<file path="config.mk">
export PLATFORM = sky130hd
export DESIGN_NAME = pipeline_sequencer
export DESIGN_NICKNAME = d
export VERILOG_FILES = /design/src/rtl/pipeline_sequencer.sv
export SDC_FILE = /design/constraint.sdc
export NUM_CORES = 1
export LEC_CHECK = 0
export ABC_CLOCK_PERIOD_IN_PS = 1600
export BUFFER_PORTS_ARGS = -buffer_cell sky130_fd_sc_hd__buf_4
export CAP_MARGIN = 20
export CORE_MARGIN = 2
export CORE_UTILIZATION = 44
export CTS_BUF_LIST = sky130_fd_sc_hd__clkbuf_16
export CTS_CLUSTER_DIAMETER = 120
export DETAILED_ROUTE_END_ITERATION = 7
export GPL_TIMING_DRIVEN = 0
export PLACE_DENSITY = 0.77
export SLEW_MARGIN = 40
export SYNTH_ARGS = -nofsm -noshare
export SYNTH_HDL_FRONTEND = slang
export SYNTH_SLANG_ARGS = --single-unit
</file>
<file path="constraint.sdc">
create_clock -name clk -period 1.6 [get_ports clk]
set_input_delay 0.32 -clock clk [delete_from_list [all_inputs] [get_ports clk]]
set_output_delay 0.32 -clock clk [all_outputs]
set_load 0.005 [all_outputs]
</file>
<file path="src/rtl/pipeline_sequencer.sv">
// Pipeline stall/flush sequencer: load-use and flag hazards, taken-branch flush, data-memory freeze with timeout.
// Enables and bubble/flush respond combinationally in the same cycle; FSM, stall counter and timeout flag are registered.
module pipeline_sequencer (
    input  logic        clk,
    input  logic        reset_n,
    input  logic [4:0]  id_rn,
    input  logic [4:0]  id_rm,
    input  logic        id_uses_rm,
    input  logic        id_flag_branch,
    input  logic        id_brtaken,
    input  logic        ex_memread,
    input  logic [4:0]  ex_rd,
    input  logic        ex_setflag,
    input  logic        mem_access,
    input  logic        dmem_ready,
    output logic        pc_en,
    output logic        ifid_en,
    output logic        ex_en,
    output logic        mem_en,
    output logic        wb_en,
    output logic        id_bubble,
    output logic        if_flush,
    output logic [15:0] stall_count,
    output logic        mem_timeout
);

    typedef enum logic [1:0] {
        RUN      = 2'd0,
        MEM_WAIT = 2'd1,
        FAULT    = 2'd2
    } state_t;

    state_t      state_q, state_d;
    logic [3:0]  wait_cnt_q, wait_cnt_d;
    logic [15:0] stall_count_q, stall_count_d;
    logic        mem_timeout_q, mem_timeout_d;

    logic h_lu, h_fl, freeze;

    always_comb begin
        // X31 is the zero register, so it can never carry a real dependency
        h_lu   = ex_memread && (ex_rd != 5'd31) &&
                 ((ex_rd == id_rn) || (id_uses_rm && (ex_rd == id_rm)));
        h_fl   = id_flag_branch && ex_setflag;
        freeze = !dmem_ready && (((state_q == RUN) && mem_access) || (state_q == MEM_WAIT));
    end

    always_comb begin
        pc_en     = 1'b0;
        ifid_en   = 1'b0;
        ex_en     = 1'b0;
        mem_en    = 1'b0;
        wb_en     = 1'b0;
        id_bubble = 1'b0;
        if_flush  = 1'b0;
        if (reset_n && (state_q != FAULT) && !freeze) begin
            ex_en  = 1'b1;
            mem_en = 1'b1;
            wb_en  = 1'b1;
            if (h_lu || h_fl) begin
                id_bubble = 1'b1;
            end else begin
                pc_en    = 1'b1;
                ifid_en  = 1'b1;
                if_flush = id_brtaken;
            end
        end
    end

    always_comb begin
        state_d       = state_q;
        wait_cnt_d    = wait_cnt_q;
        mem_timeout_d = mem_timeout_q;
        stall_count_d = stall_count_q;
        if (!pc_en && (stall_count_q != 16'hFFFF)) begin
            stall_count_d = stall_count_q + 16'd1;
        end
        case (state_q)
            RUN: begin
                if (mem_access && !dmem_ready) begin
                    state_d    = MEM_WAIT;
                    wait_cnt_d = 4'd1;
                end
            end
            MEM_WAIT: begin
                if (dmem_ready) begin
                    state_d    = RUN;
                    wait_cnt_d = 4'd0;
                end else if (wait_cnt_q == 4'd15) begin
                    state_d       = FAULT;
                    mem_timeout_d = 1'b1;
                end else begin
                    wait_cnt_d = wait_cnt_q + 4'd1;
                end
            end
            FAULT:   state_d = FAULT;
            default: state_d = RUN;
        endcase
    end

    always_ff @(posedge clk or negedge reset_n) begin
        if (!reset_n) begin
            state_q       <= RUN;
            wait_cnt_q    <= 4'd0;
            stall_count_q <= 16'd0;
            mem_timeout_q <= 1'b0;
        end else begin
            state_q       <= state_d;
            wait_cnt_q    <= wait_cnt_d;
            stall_count_q <= stall_count_d;
            mem_timeout_q <= mem_timeout_d;
        end
    end

    assign stall_count = stall_count_q;
    assign mem_timeout = mem_timeout_q;

endmodule

</file>
Word level (Yosys, flattened, before mapping)

Index checks and enable logic that the tools add are counted.

Reduce and logical (&&, ||, !) cells: 21
Multiplexer cells: 15
Bitwise operators: 1
$add $sub $neg: 2
Equality and inequality tests: 11

Operators by type and width:

| kind                                                                  | number |
|---|---|
| 16-bit by 1-bit adder with 16-bit output, second input constant       | 1 |
| 16-bit != test, second input constant                                 | 1 |
| 4-bit 2-to-1 mux                                                      | 3 |
| 5-bit equality test                                                   | 2 |
| 1-bit logical AND                                                     | 10 |
| 4-bit one-hot mux with 2 select lines                                 | 1 |
| 1-bit 2-to-1 mux                                                      | 7 |
| 2-bit 2-to-1 mux                                                      | 3 |
| 2-bit one-hot mux with 3 select lines                                 | 1 |
| 3-bit AND reduction                                                   | 2 |
| 5-bit != test, second input constant                                  | 1 |
| 4-bit by 1-bit adder with 4-bit output, second input constant         | 1 |
| 4-bit equality test, second input constant                            | 1 |
| 1-bit zero test                                                       | 3 |
| 1-bit logical OR                                                      | 3 |
| 3-bit by 2-bit != test with 1-bit output, second input constant       | 1 |
| 3-bit != test, second input constant                                  | 1 |
| 2-bit by 1-bit equality test with 1-bit output, second input constant | 1 |
| 2-bit equality test, second input constant                            | 1 |
| 2-bit zero test                                                       | 1 |
| 2-bit by 1-bit != test with 1-bit output, second input constant       | 1 |
| 2-bit != test, second input constant                                  | 1 |
| 2-bit AND reduction                                                   | 1 |
| 2-bit nonzero test                                                    | 1 |
| 1-bit NOT                                                             | 1 |

Logic and storage cells: 54
Output and inout bits: 24
Register bits: 23
Bits of input ports: 24

Depth between registers and ports, before layout

Word-level depth: 9
Depth in mapped cells: 8
Gate-level depth less buffers: 7

Worst setup path before layout

OpenSTA, ideal clock, no wires.

Path kind: reg-to-reg
Start: register stall_count_q[0], in the netlist stall_count[0]
End: register stall_count_q[1], in the netlist stall_count[1]
Arrival time: 1664 ps
Stages on the path, launching flop included: 8
Data required time: 1473 ps
Setup slack: -191 ps
Buffers on the path: 1
Period minus slack after synthesis: 1791 ps
Library setup time: 127 ps
Path through: dfrtp_1 ha_1 nand4_1 nor4_1 a31oi_1 o21ai_2 buf_6 mux2_1

Longest elaborated chain between the ends: 2
Elaborated cells between the ends (all ways): 3
Classes of those cells: 1 x add/sub; 1 x eq/ne; 1 x reduce/logical

Ends and longest elaborated chain:

| what                                                                             | line | source |
|---|---|---|
| from (decl)                                                                      | 35   | `logic [15:0] stall_count_q, stall_count_d;` |
| from (signal assigned)                                                           | 110  | `stall_count_q <= stall_count_d;` |
| branches (longest 2 deep; another with 16-bit by 1-bit adder with 16-bit output) | n/a  |  |

Parallel ways; which one is timed is not known.
A chain may end at the register's enable or synchronous reset.

Worst setup path after layout

Start: register state_q[1]
End: output if_flush

Longest elaborated chain between the ends: 7
Elaborated cells between the ends (all ways): 10
Classes of those cells: 2 x eq/ne; 1 x mux; 7 x reduce/logical

Ends and longest elaborated chain:

| what                   | line | source |
|---|---|---|
| from (decl)            | 33   | `state_t state_q, state_d;` |
| from (signal assigned) | 108  | `state_q <= state_d;` |
| 2-bit zero test        | 45   | `freeze = !dmem_ready && (((state_q == RUN) && mem_access) \|\| (state_q == MEM_WAIT));` |
| 1-bit logical AND      | 45   |  |
| 1-bit logical OR       | 45   |  |
| 1-bit logical AND      | 45   |  |
| 1-bit zero test        | 56   | `if (reset_n && (state_q != FAULT) && !freeze) begin` |
| 1-bit logical AND (*)  | 56   |  |
| 1-bit 2-to-1 mux (*)   | 56   |  |
| to (decl)              | 22   | `output logic if_flush,` |

Every way passes the cells marked *; elsewhere a longest branch is shown, timed or not.

==> run metrics <==
Critical Path Sink Type=primary output; Placeable Area=2980 µm²; DP HPWL=2390 µm; syn nets=between 150 and 200; Crit path required time=about 1.3 ns; Fmax=approximately 540 MHz; GR Layer Usage met3=under 10%; post-synth top area cell=dfrtp_1; number of H-tree levels=1; Vias=between 1k and 1.5k; worst min-delay path category=in -> async; Worst-path clk slew=0.06 ns; Cells after Synth=around 140; initial DRC count=48; clock skew=between 0.0008 and 0.0009 ns; initial antenna violation count=0; CP Max Fanout=4; vias in the first global route=1201; DR vias/cell=5.47; Fillers=around 210; chip width=~59 µm; RSZ-0062 raised after global routing=yes; worst endpoint data arrival time=around 1.5 ns; Synth Area in XOR/XNOR=~16%; YS warnings=0; mux contribution to synthesized area=under 10%; Synth cell types=32; Ports=48; post-synth top area share=a little over two fifths; main combinational cell family by area after synthesis=simple AND/OR/NAND/NOR gates; outcome=complete, but fails checks; asr flop ratio synth=100%; GRT busiest layer=met2; first-pass iteration count of the detailed router=4; Layout area overhead=54.2%; Tmin final=1.84 ns; Die H=about 59 µm; mean post-synth cell area=about 9.8 µm²; setup violators final=23; largest net degree at the start of global routing=24; Reg2Reg Setup Slack=-0.22 ns; Setup Crit Path Kind=reg -> out; DR WL/cell=about 15 µm; Rel. slew slack=65.6%; PortBufs=47; Synth Area in Simple Gates=24.7%; DRC Markers=0; Pwr Total=roughly 0.0026 W; layout cell share with drive strength beyond 1=around 50%; Inserted Clock Buffers=3; Reg2Reg Launch Point=state_q[0]; cell count after placement=between 200 and 250; Seq cells post-synth=23; Overflow after GRT=0; Post-synth EDFFs=0; Final #Nets=approximately 230; Total Die Area=about 3500 µm²; R2R depth=7; cell area after synthesis=between 1000 and 1500 µm²; Worst-Margin Slew=0.516 ns; remaining antenna violation count after routing=0; worst vdd ir=between 1 and 1.5 mV; sequential element share of the synthesized area=42.6%; R2R Path End=stall_count[1]; Power Density=roughly 1200 nW/µm²; GR Layer Usage met2=a little over a third; final wirelength=3470 µm; fin worst setup slack=-0.243 ns; Non-Filler Instances=232; CTS tree=yes; Root Driver=clkbuf_16; Post-Synth Adder-Cell Area=~1.9%; top cells by area, synth=dfrtp_1 (43%), xnor2_1 (8.4%), xor2_1 (7.8%); first-pass GRT wire length=5420 µm; num rows=20; global placement routability congestion=between 0.8 and 0.9; max-cap violations=0; Initial Util=45.3%; leak pwr=0.896 nW; clk buf depth=2; failing checks=negative setup slack; Clock Latency Late Sink=0.25 ns; total track usage=about a fifth; Slew Viols, Final=0; final period utilization=115%; area fraction in compound gates after synthesis=under 10%; CTS sink cnt=23; # diodes=0; Fin. Hold Viols=0; met1 GRT Util=~25%; crit start category=flop; Top FF cell, synth=dfrtp_1
-- cell usage in the layout, fill, tap and decap left out, drive strengths merged, types with 3 or more instances in the layout --
| cell type | instances |
|---|---|
| nand2 | 18 |
| mux2 | 3 |
| nor3 | 6 |
| nand4 | 5 |
| nor2 | 6 |
| nand3 | 11 |
| xor2 | 12 |
| dfrtp | 23 |
| o21ai | 7 |
| inv | 7 |
| buf | 62 |
| nor4 | 6 |
| xnor2 | 13 |
| a21oi | 3 |
| clkbuf | 3 |
-- what timing repair did --
action	in CTS	in global routing
hold buffers	1	0
resized for setup	16	16
endpoints found under the setup margin	24	26
buffers inserted	8	1
endpoints found under the hold margin	23	0
pin swaps	4	8
cloned	1	0
-- critical path: stages, from the launching register on --
cell	delay, ns
dfrtp_2	0.43
o311a_4	0.41
nand2_4	0.08
a21oi_4	0.04
and2_1	0.16
buf_4	0.13
-- area by class of cell --
class,count,area (µm²),share of cell area [%]
Clock buffer,3,75.1,3.61
Inverter,6,22.5,1.08
Sequential cell,23,583,28.0
Buffer,4,41.3,1.98
Clock inverter,1,3.75,0.180
Tap cell,33,41.3,1.98
Timing Repair Buffer,58,463,22.2
Multi-Input combinational cell,104,852,40.9
-- report_power, final --
part           total (W)  internal (W)  switching [W]
Combinational    0.00101      0.000556       0.000452
Clock           0.000525      0.000333       0.000192
Sequential       0.00105      0.000770       0.000279
-- metal layers --
layer,vias up,part of all wire [%]
met4,0,1.4
met1,636,39
met2,30,55
met5,-,0
met3,8,4.6
li1,596,-
-- synthesized netlist by cell type (2+ instances only) --
cell      number
buf_4          3
inv_1          6
ha_1           2
dfrtp_1       23
nor4_1         4
xnor2_1       13
o21ai_0        6
nand3_1       11
mux2_1         2
a21oi_1        3
xor2_1        12
nor2_1         6
nor3_2         5
nand2_1       18
nand4_1        4
nand2b_1       2
nor2b_1        2
nor4_2         2
-- worst max-delay path by stage --
stage | depth (start not counted) | to | startpoint | slack (ns)
floorplan | 5 | stall_count[1] | state_q[1] | -0.07
global placement | 6 | if_flush | reset_n | -0.26
detailed placement | 6 | if_flush | reset_n | -0.30
CTS | 6 | if_flush | state_q[0] | -0.22
global route | 6 | stall_count[1] | stall_count[7] | -0.29
finish | 5 | if_flush | state_q[1] | -0.24
-- kinds of logic (layout without fill, tap and decap cells) --
kind of cell,count (synthesis),count (layout)
adder cells (fa/ha/maj),2,2
XOR/XNOR,25,25
AO/OA/AOI/OAI,15,15
flip-flops,23,23
AND/OR/NAND/NOR,59,59
multiplexers,3,3
buffers and inverters,11,72
-- registers in the layout, summed over array words and instances, names as in the netlist --
signal       cells
wait_cnt_q       4
state_q          2
mem_timeout      1
stall_count     16
-- stage by stage --
step	utilization [%]	TNS, ns	worst slack (ns)	hold WS, ns	cell area (µm²)
final	69.9	-3.58	-0.243	0.145	2080
after global placement	60.5	-2.90	-0.264	0.233	1800
after global routing	69.9	-5.09	-0.294	0.194	2080
after CTS	67.8	-3.48	-0.221	0.293	2020
after detailed placement	60.5	-3.50	-0.296	0.233	1800
after floorplan	-	-0.394	-0.0721	0.0244	1410
Note: power is estimated with default switching activity, not from simulation.
